===== src/rtl/mips_pkg.sv =====
// Shared definitions for the register-file write-back path.
package mips_pkg;

  localparam int REG_ADDR_W = 5;
  localparam int DATA_W     = 32;
  localparam int NUM_REGS   = 32;

  typedef enum logic [1:0] {
    IDLE,
    WAIT,
    HOLD
  } wb_sched_state_t;

endpackage


===== src/rtl/regfile_scoreboard.sv =====
// Pending-write scoreboard for MDU destinations plus the decode hazard compares.
module regfile_scoreboard
  import mips_pkg::*;
(
  input  logic                  i_clk,
  input  logic                  i_reset,
  input  logic                  i_set,
  input  logic [REG_ADDR_W-1:0] i_set_dst,
  input  logic                  i_clr,
  input  logic [REG_ADDR_W-1:0] i_clr_dst,
  input  logic [REG_ADDR_W-1:0] i_id_rs,
  input  logic [REG_ADDR_W-1:0] i_id_rt,
  input  logic [REG_ADDR_W-1:0] i_id_dst,
  input  logic                  i_id_dst_valid,
  output logic                  o_stall,
  output logic [NUM_REGS-1:0]   o_pending
);

  logic [NUM_REGS-1:0] pending_q, pending_d;

  // The set is applied after the clear so a same-cycle reissue keeps the bit.
  always_comb begin
    pending_d = pending_q;
    if (i_clr) pending_d[i_clr_dst] = 1'b0;
    if (i_set) pending_d[i_set_dst] = 1'b1;
    pending_d[0] = 1'b0;
  end

  always_ff @(posedge i_clk or posedge i_reset) begin
    if (i_reset) pending_q <= '0;
    else         pending_q <= pending_d;
  end

  assign o_stall   = pending_q[i_id_rs] | pending_q[i_id_rt] |
                     (i_id_dst_valid & pending_q[i_id_dst]);
  assign o_pending = pending_q;

endmodule


===== src/rtl/regfile_wb_scheduler.sv =====
// Arbitrates the single register-file write port between WB and the MDU,
// and raises a pipeline hold when MDU results are starved for too long.
module regfile_wb_scheduler
  import mips_pkg::*;
#(
  parameter int STARVE_LIMIT = 4
) (
  input  logic                  i_clk,
  input  logic                  i_reset,
  input  logic                  i_wb_valid,
  input  logic [REG_ADDR_W-1:0] i_wb_dst,
  input  logic [DATA_W-1:0]     i_wb_data,
  input  logic                  i_mdu_valid,
  output logic                  o_mdu_ready,
  input  logic [REG_ADDR_W-1:0] i_mdu_dst,
  input  logic [DATA_W-1:0]     i_mdu_data,
  input  logic                  i_mdu_issue,
  input  logic [REG_ADDR_W-1:0] i_mdu_issue_dst,
  input  logic [REG_ADDR_W-1:0] i_id_rs,
  input  logic [REG_ADDR_W-1:0] i_id_rt,
  input  logic [REG_ADDR_W-1:0] i_id_dst,
  input  logic                  i_id_dst_valid,
  output logic                  o_id_stall,
  output logic                  o_pipe_hold,
  output logic [REG_ADDR_W-1:0] o_wr_addr,
  output logic [DATA_W-1:0]     o_wr_data,
  output logic [NUM_REGS-1:0]   o_pending
);

  localparam int CNT_W = $clog2(STARVE_LIMIT + 1);
  localparam logic [CNT_W-1:0] LIMIT_C = CNT_W'(STARVE_LIMIT);

  wb_sched_state_t state_q, state_d;
  logic [CNT_W-1:0] count_q, count_d;
  logic [REG_ADDR_W-1:0] wrAddr_q, wrAddr_d;
  logic [DATA_W-1:0] wrData_q, wrData_d;

  logic wbEffective, mduAccept, mduBlocked;

  assign wbEffective = i_wb_valid && (i_wb_dst != '0);
  assign o_mdu_ready = !wbEffective;
  assign mduAccept   = i_mdu_valid && o_mdu_ready;
  assign mduBlocked  = i_mdu_valid && !o_mdu_ready;

  // Idle cycles and r0-destined MDU results write zero to r0.
  always_comb begin
    wrAddr_d = '0;
    wrData_d = '0;
    if (wbEffective) begin
      wrAddr_d = i_wb_dst;
      wrData_d = i_wb_data;
    end else if (mduAccept && (i_mdu_dst != '0)) begin
      wrAddr_d = i_mdu_dst;
      wrData_d = i_mdu_data;
    end
  end

  always_comb begin
    state_d = state_q;
    count_d = count_q;
    case (state_q)
      IDLE: begin
        count_d = '0;
        if (mduBlocked) begin
          count_d = CNT_W'(1);
          state_d = (STARVE_LIMIT <= 1) ? HOLD : WAIT;
        end
      end
      WAIT: begin
        if (mduAccept || !i_mdu_valid) begin
          state_d = IDLE;
          count_d = '0;
        end else begin
          count_d = count_q + CNT_W'(1);
          if (count_d == LIMIT_C) state_d = HOLD;
        end
      end
      HOLD: begin
        if (mduAccept) begin
          state_d = IDLE;
          count_d = '0;
        end
      end
      default: begin
        state_d = IDLE;
        count_d = '0;
      end
    endcase
  end

  always_ff @(posedge i_clk or posedge i_reset) begin
    if (i_reset) begin
      state_q  <= IDLE;
      count_q  <= '0;
      wrAddr_q <= '0;
      wrData_q <= '0;
    end else begin
      state_q  <= state_d;
      count_q  <= count_d;
      wrAddr_q <= wrAddr_d;
      wrData_q <= wrData_d;
    end
  end

  assign o_pipe_hold = (state_q == HOLD);
  assign o_wr_addr   = wrAddr_q;
  assign o_wr_data   = wrData_q;

  regfile_scoreboard u_scoreboard (
    .i_clk          (i_clk),
    .i_reset        (i_reset),
    .i_set          (i_mdu_issue && (i_mdu_issue_dst != '0)),
    .i_set_dst      (i_mdu_issue_dst),
    .i_clr          (mduAccept),
    .i_clr_dst      (i_mdu_dst),
    .i_id_rs        (i_id_rs),
    .i_id_rt        (i_id_rt),
    .i_id_dst       (i_id_dst),
    .i_id_dst_valid (i_id_dst_valid),
    .o_stall        (o_id_stall),
    .o_pending      (o_pending)
  );

endmodule


===== config.mk =====
export PLATFORM = sky130hd
export DESIGN_NAME = regfile_wb_scheduler
export DESIGN_NICKNAME = d
export VERILOG_FILES = /design/src/rtl/mips_pkg.sv /design/src/rtl/regfile_scoreboard.sv /design/src/rtl/regfile_wb_scheduler.sv
export SDC_FILE = /design/constraint.sdc
export NUM_CORES = 1
export LEC_CHECK = 0
export ABC_AREA = 0
export CAP_MARGIN = 20
export CORE_ASPECT_RATIO = 0.5
export CORE_MARGIN = 2
export CORE_UTILIZATION = 45
export CTS_CLUSTER_DIAMETER = 80
export DETAILED_ROUTE_END_ITERATION = 10
export PLACE_DENSITY = 0.85
export SLEW_MARGIN = 40
export SYNTH_ARGS = -nofsm -noshare
export SYNTH_HDL_FRONTEND = slang
export SYNTH_HIERARCHICAL = 1
export SYNTH_SLANG_ARGS = --single-unit

===== constraint.sdc =====
create_clock -name i_clk -period 4.95 [get_ports i_clk]
set_input_delay 0.495 -clock i_clk [delete_from_list [all_inputs] [get_ports i_clk]]
set_output_delay 0.495 -clock i_clk [all_outputs]
set_load 0.02 [all_outputs]

# After elaboration in Yosys (flattened, before gate mapping)
# Index checks and enable logic that the tools add are counted.
# word_totals
register_bits	73
wordCells	65
input_bits	100
# op_classes
add_sub_neg	1
magnitude_cmp	7
n_mux	25
reduce_logical	15
n_eq_ne	6
n_bitwise	6
# op_table
operator	count
32-bit 2-to-1 mux	4
32-bit AND	1
32-bit NOT	1
32-bit OR	1
5-bit by 6-bit less-than comparator with 1-bit output, second input constant	5
1-bit binary-select mux with 5-bit select	3
5-bit nonzero test	3
1-bit demux with 5-bit select	2
5-bit by 1-bit greater-or-equal comparator with 1-bit output, second input constant	2
5-bit 2-to-1 mux	2
3-bit case mux with 3 select lines	1
2-bit 2-to-1 mux	4
1-bit logical AND	7
1-bit 2-to-1 mux	6
3-bit 2-to-1 mux	2
2-bit case mux with 3 select lines	1
3-bit by 1-bit adder with 3-bit output, second input constant	1
3-bit equality test, second input constant	1
3-bit inequality test, second input constant	1
3-bit AND reduction	1
2-bit by 1-bit equality test with 1-bit output, second input constant	1
2-bit equality test, second input constant	1
1-bit logical NOT	2
2-bit logical NOT	1
5 further kinds	6

# Longest topological paths before layout
# Gate-level depths: netlist of run 1.
# depth
depth_word	9
ltp_mapped	7

# By module
# The synthesis of run 1 kept the hierarchy.
# by_module_without_submodules
mod	cells_each	instances	area_per_inst_um2	seq_area_each_um2
regfile_scoreboard	196	1	2174.6	775.7
regfile_wb_scheduler	120	1	1685.4	1051.0

# Least setup slack after synthesis of run 1
# OpenSTA, ideal clock, no wires.
# synth_timing
path_kind	input to output
startpoint	input i_id_rt[1]
endpoint	output o_id_stall
t_arrival_ns	1.995
path_buffers	1
path_slack_ns	2.460
cell_stages	6
required_ns	4.455
cell_sequence	buf_6 -> mux4_2 -> nand4b_1 -> nand4_1 -> or3_1 -> a311o_1
# synth_between
elab_chain_cells	4
# synth_rtl
element	line_no	text
start: declaration	regfile_wb_scheduler.sv:20	input logic [REG_ADDR_W-1:0] i_id_rt,
1-bit binary-select mux with 5-bit select	regfile_scoreboard.sv:34	assign o_stall = pending_q[i_id_rs] | pending_q[i_id_rt] |
1-bit 2-to-1 mux (implied by the code)	regfile_scoreboard.sv:34	
1-bit OR (2 in series)	regfile_scoreboard.sv:34	
end: declaration	regfile_wb_scheduler.sv:23	output logic o_id_stall,
# Every way passes these cells. The select of a mux whose other input is x is not followed.

# Final worst setup path of run 1
# layout_timing
startpoint	input i_id_rs[2]
endpoint	output o_id_stall
# layout_between
elab_chain_cells	4
# layout_rtl
element	line_no	text
start: declaration	regfile_wb_scheduler.sv:19	input logic [REG_ADDR_W-1:0] i_id_rs,
1-bit binary-select mux with 5-bit select	regfile_scoreboard.sv:34	
1-bit 2-to-1 mux (implied by the code)	regfile_scoreboard.sv:34	
1-bit OR (2 in series)	regfile_scoreboard.sv:34	
# Every way passes these cells. The select of a mux whose other input is x is not followed.

==> results of run 1 <==
-- cells in the mapped netlist, types with 2 or more instances --
cell type / count / area, um^2
nand3_1: 8 / 40.0
mux2_2: 3 / 33.8
nor2b_1: 7 / 43.8
buf_6: 13 / 146
mux4_2: 10 / 225
nor3b_1: 4 / 30.0
or4_1: 5 / 37.5
inv_1: 5 / 18.8
o21a_1: 2 / 15.0
or3_1: 3 / 18.8
nand3b_1: 13 / 97.6
a221oi_1: 2 / 17.5
a21oi_1: 2 / 10.0
or3b_2: 6 / 52.6
o211ai_1: 2 / 15.0
a22o_1: 36 / 315
mux2i_1: 10 / 100
nand2_1: 10 / 37.5
nor2_1: 4 / 15.0
o2111ai_1: 2 / 17.5
nand2b_1: 2 / 12.5
o21ai_0: 63 / 315
nand4_1: 3 / 18.8
mux4_1: 9 / 236
dfrtp_1: 73 / 1830
o32ai_1: 2 / 17.5
ha_1: 2 / 25.0
-- where the power goes --
part / internal [uW] / switching (uW)
combinational: 355 / 294
sequential: 683 / 106
clock: 414 / 239
total: 1450 / 639
-- area by class of cell --
class,instances,area (um^2)
fill,594,2310
multi-input combinational,222,1850
sequential,73,1830
timing repair buffer,172,1720
clock buffer,11,253
tap,112,140
clock inverter,4,52.6
inverter,5,18.8
-- critical path, stage by stage --
cell	delay, ns
clkdlybuf4s50_1	0.77
mux4_1	0.63
mux2i_1	0.15
nor3b_1	0.07
or3_1	0.31
a311o_1	0.28
clkdlybuf4s50_1	0.54
-- registers in the layout, summed over array words and instances (netlist names) --
| name | cells |
|---|---|
| count_q | 3 |
| o_wr_addr | 5 |
| o_wr_data | 32 |
| state_q | 2 |
| u_scoreboard/o_pending | 31 |
-- worst min path at each step --
| stage | start | cells after the start | slack [ns] | endpoint |
|---|---|---|---|---|
| final | state_q[1]$_DFFE_PP0P_ | 1 | 0.49 | state_q[0]$_DFFE_PP0P_ |
| after global routing | state_q[1]$_DFFE_PP0P_ | 1 | 0.54 | state_q[0]$_DFFE_PP0P_ |
| after CTS | state_q[1]$_DFFE_PP0P_ | 1 | 0.49 | state_q[0]$_DFFE_PP0P_ |
| after detailed placement | state_q[1]$_DFFE_PP0P_ | 1 | 0.49 | state_q[0]$_DFFE_PP0P_ |
| after global placement | state_q[1]$_DFFE_PP0P_ | 1 | 0.47 | state_q[0]$_DFFE_PP0P_ |
| after floorplan | state_q[1]$_DFFE_PP0P_ | 1 | 0.45 | state_q[0]$_DFFE_PP0P_ |
-- through the flow --
step	total power, uW	area [um^2]	setup WS (ns)
2_1_floorplan	1100	3860	2.46
3_3_place_gp	1430	5550	1.26
6_report	2090	5860	1.21
5_1_grt	2180	5860	1.13
4_1_cts	2100	5860	1.24
3_5_place_dp	1440	5550	1.26
-- routing by layer --
metal	vias to the layer above	GRT usage, %	part of all wire, %
met5	-	0	0
met4	0	5.79	0.79
met3	18	6.58	8.3
met2	204	43.8	51
met1	1712	31.8	40
li1	1586	-	-
-- cells by family after synthesis --
| logic type | count (synthesis) | share of synthesized area [%] |
|---|---|---|
| buffers and inverters | 21 | 4.70 |
| flip-flops | 73 | 47.3 |
| AO/OA/AOI/OAI | 117 | 20.0 |
| multiplexers | 32 | 15.4 |
| AND/OR/NAND/NOR | 69 | 11.6 |
| XOR/XNOR | 1 | 0.227 |
| adder cells (fa/ha/maj) | 2 | 0.648 |
| other | 1 | 0.0972 |
==> run metrics, run 1 <==
DRC Markers 0; worst reg2reg path depth 4; layout cells sized above 1 8.01%; First DRT Iteration DRCs 235; Post-synth EDFFs 0; Worst Tran Pin Value 0.639 ns; antenna violations before repair 0; Initial Util 47.2%; yosys warns 6; area grow syn2layout 51.8%; max_slew headroom 57.3%; post_cts resized 0; Synth Instances 316; Worst-Skew Late Latency 0.32 ns; TritonCTS Sinks 73; largest net degree at the start of global routing 43; most common cell after layout, fill and taps aside clkdlybuf4s50_1; Pins Over Slew Limit 0; buffers added on ports 170; Max VDD drop 0.000163 V; Worst Setup Start Kind input pin; final core utilization 71.7%; row count 23; hold buffers post-CTS 0; Syn Nets 418; f_max 267 MHz; Distinct cells, synth 42; area of the core 8170 um^2; flop2flop setup slack 3.69 ns; grt total ovfl 0; Die Area 9380 um^2; CP endpoint o_id_stall; RSZ-0062 raised after global routing false; Worst Path Max Fanout 10; Mapped Area 3860 um^2; die width 135 um; clock root cell clkbuf_16; crit path DAT 3.25 ns; Leakage 0.00235 uW; main flop type after synthesis dfrtp_1; Hold Fails Final Rpt 0; number of H-tree levels 3; clk_skew 0.00120 ns; pwr dens 357 nW/um^2; post-CTS setup buffers 0; status completed; Fin Setup TNS 0 ns; worst flop-to-flop path startpoint count_q[0]$_DFFE_PP0P_; Ports 172; non-filler instance count after layout 599; clock slew at reported path FFs 0.05 ns; WL per Instance 19.3 um; post-synthesis sequential area ratio 47.3%; vias in the first global route 3,555; Die H 69.5 um; Clock Path Buffers 2; DRT Wirelength 11,600 um; Via density 5.88; Post-synth ARST share 100%; Hold Worst Slack 0.488 ns; first-pass GRT wire length 18,400 um; crit path launch i_id_rs[2]; reg-to-reg endpoint state_q[1]$_DFFE_PP0P_; CP required 4.45 ns; final worst-path cycle share 75.6%; max cap viols 0; dpl cells 584; CTS tree done; worst min path class reg2reg; final net count 585; Post-Syn Area per Cell 12.2 um^2; post-DP HPWL 8510 um; setup violators final 0; fin crit period 3.74 ns; DR pass1 iterations 5; GPL Wtd Cong 0.845; crit path kind in2out; total global-route track usage 25.2%; commonest non-fill, non-tap cells in the layout clkdlybuf4s50_1 (170), dfrtp_1 (73), o21ai_0 (63), a22o_1 (36), nand3b_1 (13); CP endpoint kind primary output; n_diodes 0; total via count in the routed design 3,520; TritonCTS buffer count 9; Antenna Nets Post-Route 0; number of synthesized register bits 73
Note: power is estimated with default switching activity, not from simulation.
==> run 2: changes to the inputs <==
--- a/config.mk
+++ b/config.mk
@@ -9,10 +9,10 @@
 export CAP_MARGIN = 20
 export CORE_ASPECT_RATIO = 0.5
 export CORE_MARGIN = 2
-export CORE_UTILIZATION = 45
+export CORE_UTILIZATION = 38
 export CTS_CLUSTER_DIAMETER = 80
 export DETAILED_ROUTE_END_ITERATION = 10
-export PLACE_DENSITY = 0.85
+export PLACE_DENSITY = 0.77
 export SLEW_MARGIN = 40
 export SYNTH_ARGS = -nofsm -noshare
 export SYNTH_HDL_FRONTEND = slang
==> constraint.sdc (replaced) <==
create_clock -name i_clk -period 3.1 [get_ports i_clk]
set_input_delay 0.31 -clock i_clk [delete_from_list [all_inputs] [get_ports i_clk]]
set_output_delay 0.31 -clock i_clk [all_outputs]
set_load 0.02 [all_outputs]
==> run 2 against run 1 <==
- die area is 18% higher
- core utilization is 9.9 points lower
- highest routed layer unchanged
- routed wire length is 1.7% higher
- via count is 0.71% lower
- non-clock buffer count is 10 higher
- cell count is 5.5% higher
- largest cell class unchanged
- clock skew is 0.0016 ns higher
==> run metrics, run 2 (same netlist as run 1, synthesis figures left out) <==
vias in the first global route 3,570; CP endpoint kind primary output; reg-to-reg endpoint state_q[1]$_DFFE_PP0P_; pwr dens 566 nW/um^2; post-DP HPWL 8640 um; First DRT Iteration DRCs 229; Worst Path Max Fanout 4; Clock Path Buffers 2; Combinational Power Share 30.8%; crit path DAT 2.62 ns; Leakage 0.00241 uW; commonest non-fill, non-tap cells in the layout clkdlybuf4s50_1 (169), dfrtp_1 (73), o21ai_0 (63), a22o_1 (36), nand3b_1 (13); antenna violations before repair 0; Sw Ratio 30.1%; max cap viols 0; row count 25; final worst-path cycle share 94.7%; n_diodes 0; Die H 75.3 um; total global-route track usage 21.6%; flop2flop setup slack 1.83 ns; die width 147 um; CTS tree done; grt total ovfl 0; CP required 2.79 ns; total via count in the routed design 3,495; most common cell after layout, fill and taps aside clkdlybuf4s50_1; setup violators final 0; f_max 341 MHz; buffers added on ports 170; max_slew headroom 65.0%; worst min path class in2async; largest net degree at the start of global routing 43; WL per Instance 18.6 um; Max VDD drop 0.000301 V; cell-internal power 2360 uW; Seq pwr share 37.4%; max reg flops 32; post-CTS setup buffers 0; crit path kind in2out; sw power 1020 uW; clock root cell clkbuf_16; Pins Over Slew Limit 0; first-pass GRT wire length 18,500 um; DRT Wirelength 11,800 um; status completed; hold buffers post-CTS 0; Hold Fails Final Rpt 0; Worst Setup Start Kind input pin; total power draw 3380 uW; Worst-Skew Late Latency 0.32 ns; area of the core 9670 um^2; fin crit period 2.93 ns; DRC Markers 0; area grow syn2layout 54.7%; RSZ-0062 raised after global routing false; Antenna Nets Post-Route 0; worst flop-to-flop path startpoint count_q[0]$_DFFE_PP0P_; worst reg2reg path depth 4; TritonCTS Sinks 73; clock slew at reported path FFs 0.05 ns; final net count 595; number of H-tree levels 3; clk_skew 0.00275 ns; GPL Wtd Cong 0.842; TritonCTS buffer count 9; Post-Place Setup Slack -0.0387 ns; DR pass1 iterations 4; Die Area 11,000 um^2; Initial Util 39.9%; clock power share 31.8%; Ports 172; Via density 5.53; Worst Tran Pin Value 0.525 ns; layout cells sized above 1 9.66%; post-route setup slack 0.165 ns; crit path launch i_id_rt[0]
==> run 2: changes by cell type in the layout (fill, tap and decap cells not counted), sizes merged <==
cell and delta:
bufinv +1, clkdlybuf4s50 -1, clkinv +1, clkinvlp -2
dlygate4sd2 +1, buf +10, inv +1, clkbuf -1
==> run 2: worst max path at each step <==
stage                                                      to  slack, ns  depth (start not counted)
after floorplan           u_scoreboard/o_pending[4]$_DFF_PP0_       0.88                          7
final                                              o_id_stall       0.17                          7
after CTS                                          o_id_stall       0.17                          7
after global placement                             o_id_stall      -0.01                          7
after global routing                               o_id_stall       0.09                          8
after detailed placement                           o_id_stall      -0.04                          7
==> run 2: what timing repair did <==
action	CTS	global route
endpoints found under the setup margin	1	0
hold endpoints to repair	0	0
resized for setup	1	0
==> run 2: per-layer routing <==
| metal | wire (um) | GRT usage [%] | share of wire [%] | up-vias |
|---|---|---|---|---|
| met4 | 112 | 7.87 | 0.95 | 0 |
| met5 | 0 | 0 | 0 | - |
| li1 | - | - | - | 1603 |
| met3 | 979 | 6.24 | 8.3 | 9 |
| met2 | 5900 | 37.2 | 50 | 160 |
| met1 | 4790 | 26.7 | 41 | 1723 |
==> run 2: critical path, cell delays in order <==
cell	delay [ns]
clkdlybuf4s50_1	0.59
mux4_2	0.53
mux2i_1	0.17
nor3b_1	0.07
or3_1	0.36
a311o_1	0.28
dlygate4sd2_1	0.32
==> run 2: stage by stage <==
stage	area [um^2]	setup TNS (ns)	cells	utilization (%)	hold WS [ns]
after floorplan	3860	0	316	-	0.414
after global placement	5660	-0.0143	617	58.5	0.476
after detailed placement	5660	-0.0387	617	58.6	0.495
after CTS	5970	0	632	61.8	0.426
after global routing	5970	0	632	61.8	0.468
final	5970	0	632	61.8	0.408
==> run 2: final cells by class <==
cell class | instances | area (um^2)
Tap cell | 135 | 169
Timing Repair Buffer | 182 | 1790
Fill cell | 788 | 3700
Inverter | 5 | 21.3
Clock inverter | 5 | 81.3
Clock buffer | 10 | 229
Sequential cell | 73 | 1830
Multi-Input combinational cell | 222 | 1850
==> run 2: power groups by stage <==
stage	clock network, uW	logic (uW)	registers, uW
after floorplan	0	372	1380
after global routing	1140	1110	1280
after global placement	0	1030	1270
after detailed placement	0	1040	1280
after CTS	1110	1040	1260
final	1080	1040	1260
==> run 3: changes to the inputs <==
--- a/config.mk
+++ b/config.mk
@@ -9,10 +9,10 @@
 export CAP_MARGIN = 20
 export CORE_ASPECT_RATIO = 0.5
 export CORE_MARGIN = 2
-export CORE_UTILIZATION = 38
+export CORE_UTILIZATION = 45
 export CTS_CLUSTER_DIAMETER = 80
 export DETAILED_ROUTE_END_ITERATION = 10
-export PLACE_DENSITY = 0.77
+export PLACE_DENSITY = 0.85
 export SLEW_MARGIN = 40
 export SYNTH_ARGS = -nofsm -noshare
 export SYNTH_HDL_FRONTEND = slang
==> constraint.sdc (replaced) <==
create_clock -name i_clk -period 3.45 [get_ports i_clk]
set_input_delay 0.345 -clock i_clk [delete_from_list [all_inputs] [get_ports i_clk]]
set_output_delay 0.345 -clock i_clk [all_outputs]
set_load 0.02 [all_outputs]
==> run 3 against run 2 <==
- die area down 15%
- clock power down 6%
- global-route usage up 3.4 points
- combinational power down 9.6%
- via count up 0.20%
- hold slack worse by 0.071 ns
- largest power group unchanged
- highest routed layer unchanged
- routed wire length down 4.1%
- critical path depth unchanged
- clock skew about the same
==> run metrics, run 3 (same netlist as run 1, synthesis figures left out) <==
status completed; crit path DAT 2.93 ns; pwr dens 520 nW/um^2; crit path kind in2out; n_diodes 0; Sw Ratio 29.1%; Leakage 0.00241 uW; DR pass1 iterations 4; worst reg2reg path depth 4; max reg flops 32; clock slew at reported path FFs 0.05 ns; TritonCTS buffer count 9; clk_skew 0.00235 ns; slowest cell delay on critical path 0.59 ns; setup violators final 0; number of H-tree levels 3; final worst-path cycle share 94.8%; First DRT Iteration DRCs 259; layout cells sized above 1 9.68%; Seq pwr share 36.6%; hold buffers post-CTS 0; delay-heaviest family, CP buffers and inverters; die width 135 um; CP bufs+invs 2; worst flop-to-flop path startpoint count_q[0]$_DFFE_PP0P_; RSZ-0062 raised after global routing false; Pins Over Slew Limit 0; Antenna Nets Post-Route 0; fin crit period 3.27 ns; CP endpoint kind primary output; worst min path class in2async; total via count in the routed design 3,502; sw power 900 uW; row count 23; CP Cell Sequence clkdlybuf4s50_1 -> mux4_2 -> nand4b_1 -> nand4_1 -> or3_1 -> a311o_1 -> clkdlybuf4s50_1; Max VDD drop 0.000308 V; Die H 69.5 um; CP required 3.11 ns; WL per Instance 18.6 um; grt total ovfl 0; Worst-Skew Late Latency 0.32 ns; DRT Wirelength 11,300 um; DRC Markers 0; total global-route track usage 24.9%; Via density 5.76; Ports 172; f_max 306 MHz; first-pass GRT wire length 18,400 um; final net count 594; GPL Wtd Cong 0.915; area grow syn2layout 54.3%; clock power share 33.0%; vias in the first global route 3,611; cell-internal power 2200 uW; post_cts resized 0; max_slew headroom 58.1%; total power draw 3100 uW; Worst Tran Pin Value 0.628 ns; post-DP HPWL 8510 um; Hold Fails Final Rpt 0; antenna violations before repair 0; flop2flop setup slack 2.18 ns; Combinational Power Share 30.4%; Worst Setup Start Kind input pin; CP dominant cell by count clkdlybuf4s50_1; area of the core 8170 um^2; buffers added on ports 170; Clock Path Buffers 2; Die Area 9380 um^2; most common cell after layout, fill and taps aside clkdlybuf4s50_1; max cap viols 0; CTS tree done; Slowest cell on crit path clkdlybuf4s50_1; Initial Util 47.2%; clock root cell clkbuf_16; Worst Path Max Fanout 4; largest net degree at the start of global routing 33; reg-to-reg endpoint state_q[1]$_DFFE_PP0P_; Fin Setup TNS 0 ns; commonest non-fill, non-tap cells in the layout clkdlybuf4s50_1 (170), dfrtp_1 (73), o21ai_0 (63), a22o_1 (36), nand3b_1 (13); TritonCTS Sinks 73; post-CTS setup buffers 0
==> run 3: changes by cell type in the layout (fill, tap and decap cells not counted), sizes merged <==
cell           delta
buf               -1
bufinv            +1
clkbuf            -1
clkdlybuf4s50     +1
clkinv            +1
dlygate4sd2       -1
inv               -1
==> run 3: area by class of cell <==
cell class                 instances  area (um^2)
sequential                        73         1830
tap                              112          140
clock inverter                     6          108
timing repair buffer             181         1780
inverter                           5         18.8
fill                             593         2220
clock buffer                       9          225
multi-input combinational        222         1850
==> run 3: stage by stage <==
stage          std cells  hold WS (ns)  util [%]  area (um^2)  worst slack (ns)
4_1_cts              608         0.343      72.9         5950             0.186
6_report             608         0.337      72.9         5950             0.179
5_1_grt              608         0.374      72.9         5950             0.111
3_3_place_gp         593         0.475      68.8         5620             0.240
2_1_floorplan        316         0.449         -         3860              1.19
3_5_place_dp         593         0.480      68.8         5620             0.208
==> run 3: worst max path at each step <==
stage / startpoint / endpoint / slack [ns] / cells after the start
5_1_grt: i_id_rt[1] / o_id_stall / 0.11 / 7
4_1_cts: i_id_dst[1] / o_id_stall / 0.19 / 7
3_5_place_dp: i_id_dst[1] / o_id_stall / 0.21 / 7
6_report: i_id_rt[1] / o_id_stall / 0.18 / 7
3_3_place_gp: i_id_dst[1] / o_id_stall / 0.24 / 7
2_1_floorplan: i_wb_dst[3] / u_scoreboard/o_pending[4]$_DFF_PP0_ / 1.19 / 7
==> run 3: metal layers <==
| layer | up-vias | share of wire [%] | track usage [%] |
|---|---|---|---|
| met5 | - | 0 | 0 |
| met1 | 1690 | 40 | 30.3 |
| met2 | 187 | 51 | 43.9 |
| li1 | 1602 | - | - |
| met4 | 0 | 2.2 | 8.56 |
| met3 | 23 | 6.9 | 5.77 |
==> run 3: power by group through the flow <==
stage / clock, uW / combinational [uW] / sequential [uW]
floorplan: 0 / 334 / 1240
global placement: 0 / 918 / 1140
detailed placement: 0 / 933 / 1140
CTS: 1040 / 941 / 1130
global route: 1080 / 997 / 1150
finish: 1020 / 940 / 1130
